[src/rtl/oled_pkg.sv]
// Shared types and constants for the SSD1306 Pmod OLED SPI transmitter.
package oled_pkg;

  // Transmitter sequencing states.
  typedef enum logic [2:0] {
    ST_IDLE  = 3'd0,
    ST_SETUP = 3'd1,
    ST_SHIFT = 3'd2,
    ST_HOLD  = 3'd3,
    ST_DONE  = 3'd4
  } oled_state_e;

  // D/C# levels: low selects the command register, high selects display RAM.
  localparam logic DC_CMD  = 1'b0;
  localparam logic DC_DATA = 1'b1;

  // SPI mode 3 keeps SCLK high between bytes.
  localparam logic SCLK_IDLE = 1'b1;

  // The half-period divider only runs while a byte is on the wire.
  function automatic logic div_active(input oled_state_e st);
    return (st == ST_SETUP) || (st == ST_SHIFT) || (st == ST_HOLD);
  endfunction

endpackage

[src/rtl/oled_clk_tick.sv]
// Half-period tick generator: pulses for one cycle every CLK_DIV enabled
// cycles and restarts from zero whenever the enable is low.
module oled_clk_tick #(
  parameter int CLK_DIV = 5
) (
  input  logic clock,
  input  logic reset,
  input  logic en,
  output logic tick
);

  localparam int CNT_W = $clog2(CLK_DIV + 1);
  localparam logic [CNT_W-1:0] CNT_LAST = CNT_W'(CLK_DIV - 1);

  logic [CNT_W-1:0] cnt_r;

  // The tick marks the last cycle of a half-period.
  assign tick = en && (cnt_r == CNT_LAST);

  // Divider counter: wraps on the tick, held at zero while disabled.
  always_ff @(posedge clock) begin
    if (!reset) begin
      cnt_r <= '0;
    end else if (!en) begin
      cnt_r <= '0;
    end else if (cnt_r == CNT_LAST) begin
      cnt_r <= '0;
    end else begin
      cnt_r <= cnt_r + CNT_W'(1);
    end
  end

endmodule

[src/rtl/oled_spi_tx.sv]
// Byte-level SPI mode 3 transmitter for the SSD1306 Pmod OLED. One byte is
// accepted on the valid/done handshake and shifted out MSB first; SCLK falls
// to launch each bit and rises at the panel's sample point.
module oled_spi_tx
  import oled_pkg::*;
#(
  parameter int CLK_DIV = 5
) (
  input  logic       clock,
  input  logic       reset,
  input  logic [7:0] tx_data,
  input  logic       tx_is_data,
  input  logic       tx_valid,
  output logic       tx_done,
  output logic       busy,
  output logic       oled_spi_clk,
  output logic       oled_spi_data,
  output logic       oled_cs_n,
  output logic       oled_dc_n
);

  if (CLK_DIV < 1) begin : g_bad_clk_div
    $error("oled_spi_tx: CLK_DIV must be at least 1");
  end

  oled_state_e state_r;
  oled_state_e state_s;

  logic [7:0] shreg_r;
  logic [3:0] edge_cnt_r;
  logic       sclk_r;
  logic       mosi_r;
  logic       cs_n_r;
  logic       dc_n_r;
  logic       done_r;
  logic       busy_r;

  logic       tick_s;
  logic       accept_s;

  oled_clk_tick #(
    .CLK_DIV (CLK_DIV)
  ) u_tick (
    .clock (clock),
    .reset (reset),
    .en    (div_active(state_r)),
    .tick  (tick_s)
  );

  // State register.
  always_ff @(posedge clock) begin
    if (!reset) begin
      state_r <= ST_IDLE;
    end else begin
      state_r <= state_s;
    end
  end

  // Next-state logic and the acceptance strobe.
  always_comb begin
    state_s  = state_r;
    accept_s = 1'b0;
    case (state_r)
      ST_IDLE: begin
        if (tx_valid && !done_r) begin
          accept_s = 1'b1;
          state_s  = ST_SETUP;
        end else begin
          state_s  = ST_IDLE;
        end
      end
      ST_SETUP: begin
        if (tick_s) begin
          state_s = ST_SHIFT;
        end else begin
          state_s = ST_SETUP;
        end
      end
      ST_SHIFT: begin
        // The 16th edge is the 8th rising edge, i.e. the last sample point.
        if (tick_s && (edge_cnt_r == 4'd15)) begin
          state_s = ST_HOLD;
        end else begin
          state_s = ST_SHIFT;
        end
      end
      ST_HOLD: begin
        if (tick_s) begin
          state_s = ST_DONE;
        end else begin
          state_s = ST_HOLD;
        end
      end
      ST_DONE: begin
        // Leave only once done has been shown and the request has dropped.
        if (done_r && !tx_valid) begin
          state_s = ST_IDLE;
        end else begin
          state_s = ST_DONE;
        end
      end
      default: begin
        state_s = ST_IDLE;
      end
    endcase
  end

  // Datapath and pin registers: shift register, edge counter, SPI pins, handshake.
  always_ff @(posedge clock) begin
    if (!reset) begin
      shreg_r    <= 8'h00;
      edge_cnt_r <= 4'd0;
      sclk_r     <= SCLK_IDLE;
      mosi_r     <= 1'b0;
      cs_n_r     <= 1'b1;
      dc_n_r     <= DC_CMD;
      done_r     <= 1'b0;
      busy_r     <= 1'b0;
    end else begin
      case (state_r)
        ST_IDLE: begin
          if (accept_s) begin
            shreg_r <= tx_data;
            dc_n_r  <= tx_is_data ? DC_DATA : DC_CMD;
            cs_n_r  <= 1'b0;
            busy_r  <= 1'b1;
          end
        end
        ST_SHIFT: begin
          if (tick_s) begin
            sclk_r     <= ~sclk_r;
            edge_cnt_r <= edge_cnt_r + 4'd1;
            // SCLK currently high means this edge falls: launch the next bit.
            if (sclk_r) begin
              mosi_r  <= shreg_r[7];
              shreg_r <= {shreg_r[6:0], 1'b0};
            end
          end
        end
        ST_HOLD: begin
          if (tick_s) begin
            cs_n_r <= 1'b1;
          end
        end
        ST_DONE: begin
          if (!done_r) begin
            done_r <= 1'b1;
            busy_r <= 1'b0;
          end else if (!tx_valid) begin
            done_r <= 1'b0;
          end
        end
        default: begin
        end
      endcase
    end
  end

  assign tx_done       = done_r;
  assign busy          = busy_r;
  assign oled_spi_clk  = sclk_r;
  assign oled_spi_data = mosi_r;
  assign oled_cs_n     = cs_n_r;
  assign oled_dc_n     = dc_n_r;

endmodule
[config.mk]
export PLATFORM = sky130hd
export DESIGN_NAME = oled_spi_tx
export DESIGN_NICKNAME = d
export VERILOG_FILES = /design/src/rtl/oled_pkg.sv /design/src/rtl/oled_clk_tick.sv /design/src/rtl/oled_spi_tx.sv
export SDC_FILE = /design/constraint.sdc
export NUM_CORES = 1
export LEC_CHECK = 0
export ABC_AREA = 1
export CORE_MARGIN = 2
export CORE_UTILIZATION = 55
export CTS_CLUSTER_DIAMETER = 200
export CTS_CLUSTER_SIZE = 20
export DETAILED_ROUTE_END_ITERATION = 8
export PLACE_DENSITY_LB_ADDON = 0.15
export SLEW_MARGIN = 10
export SYNTH_ARGS = -nofsm -noshare
export SYNTH_HDL_FRONTEND = slang
export SYNTH_HIERARCHICAL = 1
export SYNTH_SLANG_ARGS = --single-unit
export TNS_END_PERCENT = 30
[constraint.sdc]
create_clock -name clock -period 3 [get_ports clock]
set_clock_uncertainty 0.1 [all_clocks]
set_input_delay 0.3 -clock clock [delete_from_list [all_inputs] [get_ports clock]]
set_output_delay 0.3 -clock clock [all_outputs]
set_load 0.01 [all_outputs]
==> results.toml, run 1 <==
[sta]
slew_violations = 0
worst_pin_slew_ns = 0.561
max_slew_margin_pct = 62.5
rsz0062_at_grt = "no"
hold_viol_final = 0
period_minus_slack_ns = 1.96
setup_viol = 0
finalCritPeriodShare_pct = 65.3
fmax_ghz = 0.510
finalSetupTns_ns = 0

[cts]
cts_tree = "built"
cts_hold_buffers = 0
cts_setup_buffers = 0
clock_latency_ns = 0.30
cts_buffers = 3
clkTransAtPathRegs_ns = 0.12
cts_max_level = 1
clockBufferDepth = 2
cts_root_buf = "clkbuf_4"
cts_resized = 0
cts_sinks = 24

[worst_setup_path]
cp_max_fo = 9
worst_ep_required_time_ns = 3.11
critical_path_class = "flop to flop"
cp.arrival_ns = 2.07
start_kind = "flop"
critPathCaptureType = "flop"

[synthesis]
yosys.area_share.simple_pct = 37.1
synth_top_family_by_area = "simple AND/OR/NAND/NOR gates"
synthesis.area_sq_mm = 0.00120
avgSynthCellArea_sq_um = 6.94
yosysUniqueCellTypes = 23
synth-xor-area-share_pct = 0.729
syn-num-nets = 188
synthCells = 173
synthAdderAreaFrac_pct = 3.13
ys_warn_count = 6
synth_compound_area_share_pct = 8.65
synth.area.mux_share_pct = 0
synth.yosys.seq_area_share_pct = 40.0
ys_ff_latch = 24

[grt]
antenna_found_initial = 0
grt_max_degree = 18
grt_overflow = 0
grt_pass1_vias = 988
grtUsageTotal_pct = 19.9
grt_pass1_wl_um = 3910

[layout]
drive_gt1_share_pct = 8.95
multi_input_area_sq_um = 596
n_antenna_cell = 0
fin_util_pct = 69.9
syn2layout_area_growth_pct = 16.6
nNetsFinal = 207
fillers = 178
seq_area_sq_um = 480
final_cells = 217

[drt]
via_per_inst = 4.99
routed.top_layer = "met4"
drc = 0
num_vias = 1082
drtPass1Iterations = 4
ant_nets = 0
routedWlPerCell_um = 10.3
met3WireLength_um = 58
drt_iter0_drc = 27
wl_met1_um = 1020
route.met2.wl_um = 1140
drt-total-wl_um = 2240

[status]
status = "finished, final reports clean"

[job]
drv_cap = 0

[power_and_ir_drop]
p_leak_nw = 0.610
power-per-cell-area_mw_per_mm2 = 397
sequentialPowerShare_pct = 61.4
combPwrFrac_pct = 14.8
peakVddDrop_mv = 0.246
p_sw_mw = 0.136
clock_power_share_pct = 23.7
switching_share_pct = 24.4
p_int_mw = 0.420
power_mw = 0.555

[placement]
hpwl_um = 1730
place.gp.congestion = 0.872
port_buffers = 17
post-place-cells = 214

[die]
fp.dieArea_sq_mm = 0.00257
ios = 18
start_util_pct = 60.0
rows = 16
die_w_um = 50.7
coreArea_sq_mm = 0.00200
die_h_um = 50.7

[worst_hold_path]
hold_class = "flop to flop"
## logic make-up (layout without fill, tap and decap cells)
family                     Yosys count  after routing
and+or+nand+nor                     96             96
buffers and inverters               29             46
DFF                                 24             24
AOI/OAI and AO/OA                   20             20
adders and majority gates            3              3
xor gates and xnor gates             1              1
## metal layers
| layer | GRT usage (%) | vias up |
|---|---|---|
| met4 | 6.76 | 0 |
| li1 | - | 571 |
| met1 | 23.0 | 494 |
| met5 | 0 | - |
| met2 | 37.1 | 15 |
| met3 | 2.68 | 2 |
## power by group through the flow
stage,Clock [mW],Sequential [mW],Combinational (mW)
after floorplan,0,0.348,0.0517
after global placement,0,0.348,0.0802
after detailed placement,0,0.348,0.0824
after CTS,0.139,0.341,0.0829
after global routing,0.149,0.343,0.0932
final,0.132,0.341,0.0824
## registers in the layout, summed over array words and instances, names as in the netlist
register       count
oled_cs_n          1
oled_spi_data      1
edge_cnt_r         4
oled_spi_clk       1
state_r            3
tx_done            1
u_tick/cnt_r       3
oled_dc_n          1
busy               1
shreg_r            8
## worst max-delay path, cell delays in order (launching register included)
cell     delay [ns]
dfxtp_1        0.49
nor2_4         0.08
nor2_1         0.13
inv_1          0.05
nor2_1         0.30
nand2_1        0.15
inv_1          0.11
nand3_4        0.13
nand2_4        0.10
inv_2          0.08
nor2_1         0.10
nor2_1         0.04
## area by class of cell
| cell class | count | area share, % |
|---|---|---|
| multi-input combinational | 120 | 42.5 |
| clock buffer | 3 | 1.61 |
| timing repair buffer | 17 | 12.2 |
| tap | 27 | 2.41 |
| inverter | 26 | 6.97 |
| sequential | 24 | 34.3 |
## Yosys cell counts
cell,n,area (sq um)
nor2_1,31,116
nand3_2,1,10.0
o21ai_0,3,15.0
nand3_1,11,55.1
nand2_1,42,158
nand2_4,1,11.3
nor2_4,2,22.5
buf_2,1,5.00
o211ai_1,1,7.51
a21oi_1,7,35.0
o21ai_1,8,40.0
xor2_1,1,8.76
clkinv_1,1,3.75
nand3_4,2,35.0
a31oi_1,1,6.26
nand4_1,2,12.5
ha_1,3,37.5
buf_6,2,22.5
inv_2,4,15.0
nand2_2,1,6.26
nor2_2,3,18.8
dfxtp_1,24,480
inv_1,21,78.8
## path summary, 6_finish.rpt
path	startpoint	slack, ns	to	cells past startpoint
worst max-delay path	state_r[1]	1.04	shreg_r[1]	11
worst min-delay path	oled_dc_n	0.36	oled_dc_n	2
worst max register to register	state_r[1]	1.04	shreg_r[1]	11
worst min register to register	oled_dc_n	0.36	oled_dc_n	2
## cell usage in the layout, fill, tap and decap left out, types with 2 or more instances in the layout
cell | netlist | final
a21oi_1 | 7 | 7
clkbuf_4 | 0 | 3
clkdlybuf4s50_1 | 0 | 17
dfxtp_1 | 24 | 24
ha_1 | 3 | 3
inv_1 | 21 | 21
inv_2 | 4 | 4
nand2_1 | 42 | 42
nand3_1 | 11 | 11
nand3_4 | 2 | 2
nand4_1 | 2 | 2
nor2_1 | 31 | 31
nor2_2 | 3 | 3
nor2_4 | 2 | 2
o21ai_0 | 3 | 3
o21ai_1 | 8 | 8
## per-stage QoR
stage               hold slack, ns  worst slack [ns]  area, sq um
floorplan                    0.317              1.30         1200
global placement             0.330              1.15         1380
detailed placement           0.346              1.07         1380
CTS                          0.366              1.04         1400
global route                 0.403             0.866         1400
finish                       0.363              1.04         1400
Note: power is estimated with default switching activity, not from simulation.
==> inputs of run 2 (changes only) <==
--- a/config.mk
+++ b/config.mk
@@ -7,7 +7,7 @@
 export LEC_CHECK = 0
 export ABC_AREA = 1
 export CORE_MARGIN = 2
-export CORE_UTILIZATION = 55
+export CORE_UTILIZATION = 47
 export CTS_CLUSTER_DIAMETER = 200
 export CTS_CLUSTER_SIZE = 20
 export DETAILED_ROUTE_END_ITERATION = 8
==> constraint.sdc (replaced) <==
create_clock -name clock -period 1.6 [get_ports clock]
set_clock_uncertainty 0.1 [all_clocks]
set_input_delay 0.16 -clock clock [delete_from_list [all_inputs] [get_ports clock]]
set_output_delay 0.16 -clock clock [all_outputs]
set_load 0.01 [all_outputs]
==> run 2 against run 1 <==
  * Wire length is 13% higher
  * Register-to-register slack worse by 0.98 ns
  * Clock power grew to 3.4 times the previous value
  * Worst setup slack worse by 0.98 ns
  * Non-clock buffer count is 11 higher
  * First-iteration DRC count is 44% higher
  * Maximum frequency is 27% higher
  * Sequential share of layout area is 4.1 points lower
  * Global-route usage is 2.1 points lower
  * Sequential power is 87% higher
  * Critical path type unchanged
==> results.toml, run 2 (synthesized netlist as in run 1, its figures left out) <==
[drt]
ant_nets = 0
routedWlPerCell_um = 10.9
num_vias = 1133
drtPass1Iterations = 4
drt-total-wl_um = 2530
drc = 0
via_per_inst = 4.88
drt_iter0_drc = 39

[die]
fp.dieArea_sq_mm = 0.00298
start_util_pct = 48.9
coreArea_sq_mm = 0.00245
rows = 18
die_w_um = 54.6
die_h_um = 54.6
ios = 18

[worst_setup_path]
crit_path_start = "u_tick/cnt_r[1]"
cp_cell_sequence = "inv_2, ha_4, nand2_4, nor2_4, nand2_2, inv_2, nand3_4, nand2_4, clkinv_8, nor2_1, nor2_1"
worst_ep_required_time_ns = 1.74
r2r-start = "u_tick/cnt_r[1]"
crit_family = "simple AND/OR/NAND/NOR gates"
max_stage_delay_ns = 0.35
crit_end = "shreg_r[2]"
reg2reg_to = "shreg_r[2]"
start_kind = "flop"
rrSetupSlack_ns = 0.06
reg2reg_depth = 11
critical_path_class = "flop to flop"
critPathCaptureType = "flop"
cp_num_cells = 11
crit_slowest_cell = "dfxtp_2"
critPathBufInv = 3
cp_max_fo = 7
cp.arrival_ns = 1.68

[sta]
finalCritPeriodShare_pct = 96.2
worst_pin_slew_ns = 0.288
max_slew_margin_pct = 80.8
finalSetupTns_ns = 0
setup_viol = 0
hold_viol_final = 0
period_minus_slack_ns = 1.54
rsz0062_at_grt = "yes"
slew_violations = 0
fmax_ghz = 0.649

[job]
drv_cap = 0

[layout]
layout_common_cells = "nand2_1, nor2_1, dfxtp_1"
drive_gt1_share_pct = 24.3
syn2layout_area_growth_pct = 34.9
fillers = 219
nNetsFinal = 218
fin_util_pct = 66.0
regMostFlops = "shreg_r"
largest_reg_flops = 8
final_common_cell = "nand2_1"
reg.largest.list = "shreg_r x8, edge_cnt_r x4"
n_antenna_cell = 0

[worst_hold_path]
hold_class = "input pin to flop"

[power_and_ir_drop]
peakVddDrop_mv = 0.480
clock_power_share_pct = 35.0
p_leak_nw = 0.693
p_sw_mw = 0.306
combPwrFrac_pct = 15.0
power-per-cell-area_mw_per_mm2 = 787
p_int_mw = 0.970
switching_share_pct = 24.0
sequentialPowerShare_pct = 50.1

[grt]
grt_pass1_vias = 913
grt_pass1_wl_um = 3820
grt_max_degree = 18
antenna_found_initial = 0
grtUsageTotal_pct = 17.8
grt_overflow = 0

[cts]
clock_latency_ns = 0.32
cts_sinks = 24
cts_hold_buffers = 0
cts_tree = "built"
cts_max_level = 1
clockBufferDepth = 2
cts_buffers = 3
cts_root_buf = "clkbuf_4"
clkTransAtPathRegs_ns = 0.15

[placement]
port_buffers = 17
hpwl_um = 1700
place.gp.congestion = 0.885

[status]
status = "finished, final reports clean"
==> run 2: through the flow <==
step / setup WS (ns) / std cells / instance area (sq um) / total power [mW] / hold WS (ns)
final: 0.0603 / 232 / 1620 / 1.28 / 0.317
after global routing: -0.0532 / 232 / 1620 / 1.34 / 0.323
after CTS: 0.00925 / 226 / 1480 / 1.25 / 0.320
after global placement: 0.0463 / 222 / 1420 / 0.805 / 0.328
after detailed placement: -0.0211 / 222 / 1420 / 0.808 / 0.339
after floorplan: 0.0471 / 173 / 1200 / 0.751 / 0.186
==> run 2: tightest hold or removal path: stages <==
cell and delay [ns]:
clkdlybuf4s50_1 0.39, o21ai_1 0.12, a21oi_1 0.04
==> run 2: worst min path at each step <==
stage,startpoint,endpoint,depth (start not counted)
after floorplan,reset,shreg_r[1],2
after global placement,u_tick/cnt_r[0],u_tick/cnt_r[0],1
after detailed placement,oled_dc_n,oled_dc_n,2
after CTS,tx_is_data,oled_dc_n,3
after global routing,tx_is_data,oled_dc_n,3
final,tx_is_data,oled_dc_n,3
==> run 2: cell type report <==
class                      instances  area [sq um]  area share, %
timing repair buffer              28           260           16.1
clock buffer                       3          22.5           1.39
sequential                        24           489           30.2
multi-input combinational        120           671           41.4
inverter                          26           110           6.80
clock inverter                     1          30.0           1.85
tap                               30          37.5           2.32
==> run 2: metal layers <==
metal  part of all wire (%)  vias up  routed length, um  GRT usage (%)
met4                    1.4        0                 36           7.50
met2                     46       27               1170           27.9
li1                       -      597                  -              -
met1                     48      505               1220           24.1
met3                    4.0        4                102           2.73
met5                      0        -                  0              0
==> run 2: power by group through the flow <==
stage | sequential, mW | combinational, mW | clock, mW
2_1_floorplan | 0.653 | 0.0973 | 0
3_3_place_gp | 0.651 | 0.154 | 0
3_5_place_dp | 0.652 | 0.156 | 0
4_1_cts | 0.639 | 0.157 | 0.456
5_1_grt | 0.642 | 0.213 | 0.482
6_report | 0.639 | 0.191 | 0.446
==> run 2: timing repair <==
item / 4_1_cts / 5_1_grt
resized for setup: 1 / 32
cloned: 0 / 0
setup endpoints to repair: 8 / 17
pin swaps: 0 / 7
setup buffers: 0 / 6
==> patch, RTL diff (flow settings as in run 2) <==
`CLK_DIV` is set to 5 in 2 places; all go to 6.
--- a/src/rtl/oled_clk_tick.sv
+++ b/src/rtl/oled_clk_tick.sv
@@ -1,7 +1,7 @@
 // Half-period tick generator: pulses for one cycle every CLK_DIV enabled
 // cycles and restarts from zero whenever the enable is low.
 module oled_clk_tick #(
-  parameter int CLK_DIV = 5
+  parameter int CLK_DIV = 6
 ) (
   input  logic clock,
   input  logic reset,
--- a/src/rtl/oled_spi_tx.sv
+++ b/src/rtl/oled_spi_tx.sv
@@ -4,7 +4,7 @@
 module oled_spi_tx
   import oled_pkg::*;
 #(
-  parameter int CLK_DIV = 5
+  parameter int CLK_DIV = 6
 ) (
   input  logic       clock,
   input  logic       reset,
Function: same outputs for any inputs over 10 cycles, from zero or initial values and one cycle with reset low; that may be too few to reach the edited logic, so the function may still have changed.
==> patch against run 2 <==
Synthesized area shrank 0.62%; power shrank 16%; setup slack gained 32 ps; critical path depth shrank 10; routed wire length shrank 9.4%; fmax grew 2.1%; non-clock buffer count shrank 3; register-to-register slack gained 60 ps; synthesized cell count shrank 1.2%; clock power shrank 42%; cell area shrank 7.3%; global-route usage shrank 0.094 points; sequential cell count is the same.
==> patch: results (changes against run 2) <==
- Top area cells in the synthesized netlist: dfxtp_1 (40%), nand2_1 (13%), nor2_1 (9.7%), inv_1 (6.0%), nand3_1 (4.6%)
- Hpwl dp: 1780 um (+4.9%)
- Sequential share of the synthesized area: 40.3% (+0.25 points)
- Worst hold path class: reg -> reg
- Outcome: finished clean
- Slowest CP cell: clkdlybuf4s50_1
- Max-cap violations: 0 (unchanged)
- Worst reg2reg setup slack: 120 ps (+60 ps)
- Top delay family on crit path: buffers and inverters
- Area after DPL: 1450 um2 (+1.9%)
- Vias/cell: 4.84 (-0.95%)
- Worst slew pin tran: 249 ps (-38.9 ps)
- Clock transition at path regs: 120 ps (-30 ps)
- Placer Congestion: 0.878 (-0.79%)
- First-pass GRT wire length: 3850 um (+0.73%)
- Post-synth top cells: nand2_1 (42), nor2_1 (31), dfxtp_1 (24)
- Slowest cell delay on critical path: 550 ps (+200 ps)
- Global Route Usage Sum: 17.7% (-0.094 points)
- P_leak: 0.652 nW (-5.9%)
- CP Max Fanout: 3 (-4)
- Layout cells sized above 1: 18.3% (-6.0 points)
- CP Capture Point: oled_spi_clk
- Initial DRC Count: 20 (-49%)
- WL per Instance: 10.1 um (-7.4%)
- Synth Net Count: 186 (-1.1%)
- Total Nets Final: 214 (-1.8%)
- Placed Cells incl. Taps: 223 (+0.45%)
- Routed Wire Length: 2290 um (-9.4%)
- Number of global-route vias before repair: 1,009 (+11%)
-- patch: cell types whose count changed after synthesis --
cell	before	now
inv_1	21	19
-- patch: cells by family (layout without fill, tap and decap cells) --
kind of cell,after synthesis,count (layout),synth area share [%]
AOI/OAI and AO/OA,20,20,8.70
xor gates and xnor gates,1,1,0.734
adders and majority gates,3,3,3.14
buffers and inverters,27,52,9.85
DFF,24,24,40.3
and+or+nand+nor,96,97,37.3
-- patch: area by class of cell --
cell class                      instances  area, um2
Tap cell                               30       37.5
Sequential cell                        24        489
Timing Repair Buffer                   25        243
Inverter                               24       90.1
Fill cell                             220        930
Clock buffer                            3       22.5
Multi-Input combinational cell        121        621
-- patch: worst min path at each step --
stage | to | depth (start not counted) | from | slack, ps
2_1_floorplan | shreg_r[1]$_SDFFE_PN0P_ | 2 | reset | 190
3_3_place_gp | u_tick/cnt_r[0]$_SDFF_PP0_ | 1 | u_tick/cnt_r[0]$_SDFF_PP0_ | 330
3_5_place_dp | oled_dc_n$_SDFFE_PN0P_ | 2 | oled_dc_n$_SDFFE_PN0P_ | 340
4_1_cts | oled_dc_n$_SDFFE_PN0P_ | 3 | tx_is_data | 330
5_1_grt | u_tick/cnt_r[0]$_SDFF_PP0_ | 1 | u_tick/cnt_r[0]$_SDFF_PP0_ | 350
6_report | u_tick/cnt_r[0]$_SDFF_PP0_ | 1 | u_tick/cnt_r[0]$_SDFF_PP0_ | 330
-- patch: timing repair --
item                       in CTS  in global routing
setup endpoints to repair       0                 16
setup buffers                   0                  0
gates resized for setup         0                 10
-- patch: report_power, final --
part,leakage [nW],internal (mW),switching (mW)
combinational,0.439,0.0855,0.0850
clock,0.0138,0.0880,0.172
sequential,0.199,0.626,0.0131
total,0.652,0.800,0.270
-- patch: per-layer routing --
layer	track usage, %	part of all wire (%)
met5	0	0
met4	6.25	0.52
met3	2.46	3.1
met2	32.9	50
met1	20.3	47
-- patch: per-stage QoR --
step / setup slack [ps] / utilization (%) / hold WS (ps)
2_1_floorplan: 47.1 / - / 186
3_3_place_gp: 74.6 / 59.6 / 331
3_5_place_dp: 38.4 / 59.6 / 340
4_1_cts: 9.82 / 60.5 / 331
5_1_grt: -7.51 / 61.8 / 346
6_report: 92.5 / 61.8 / 331
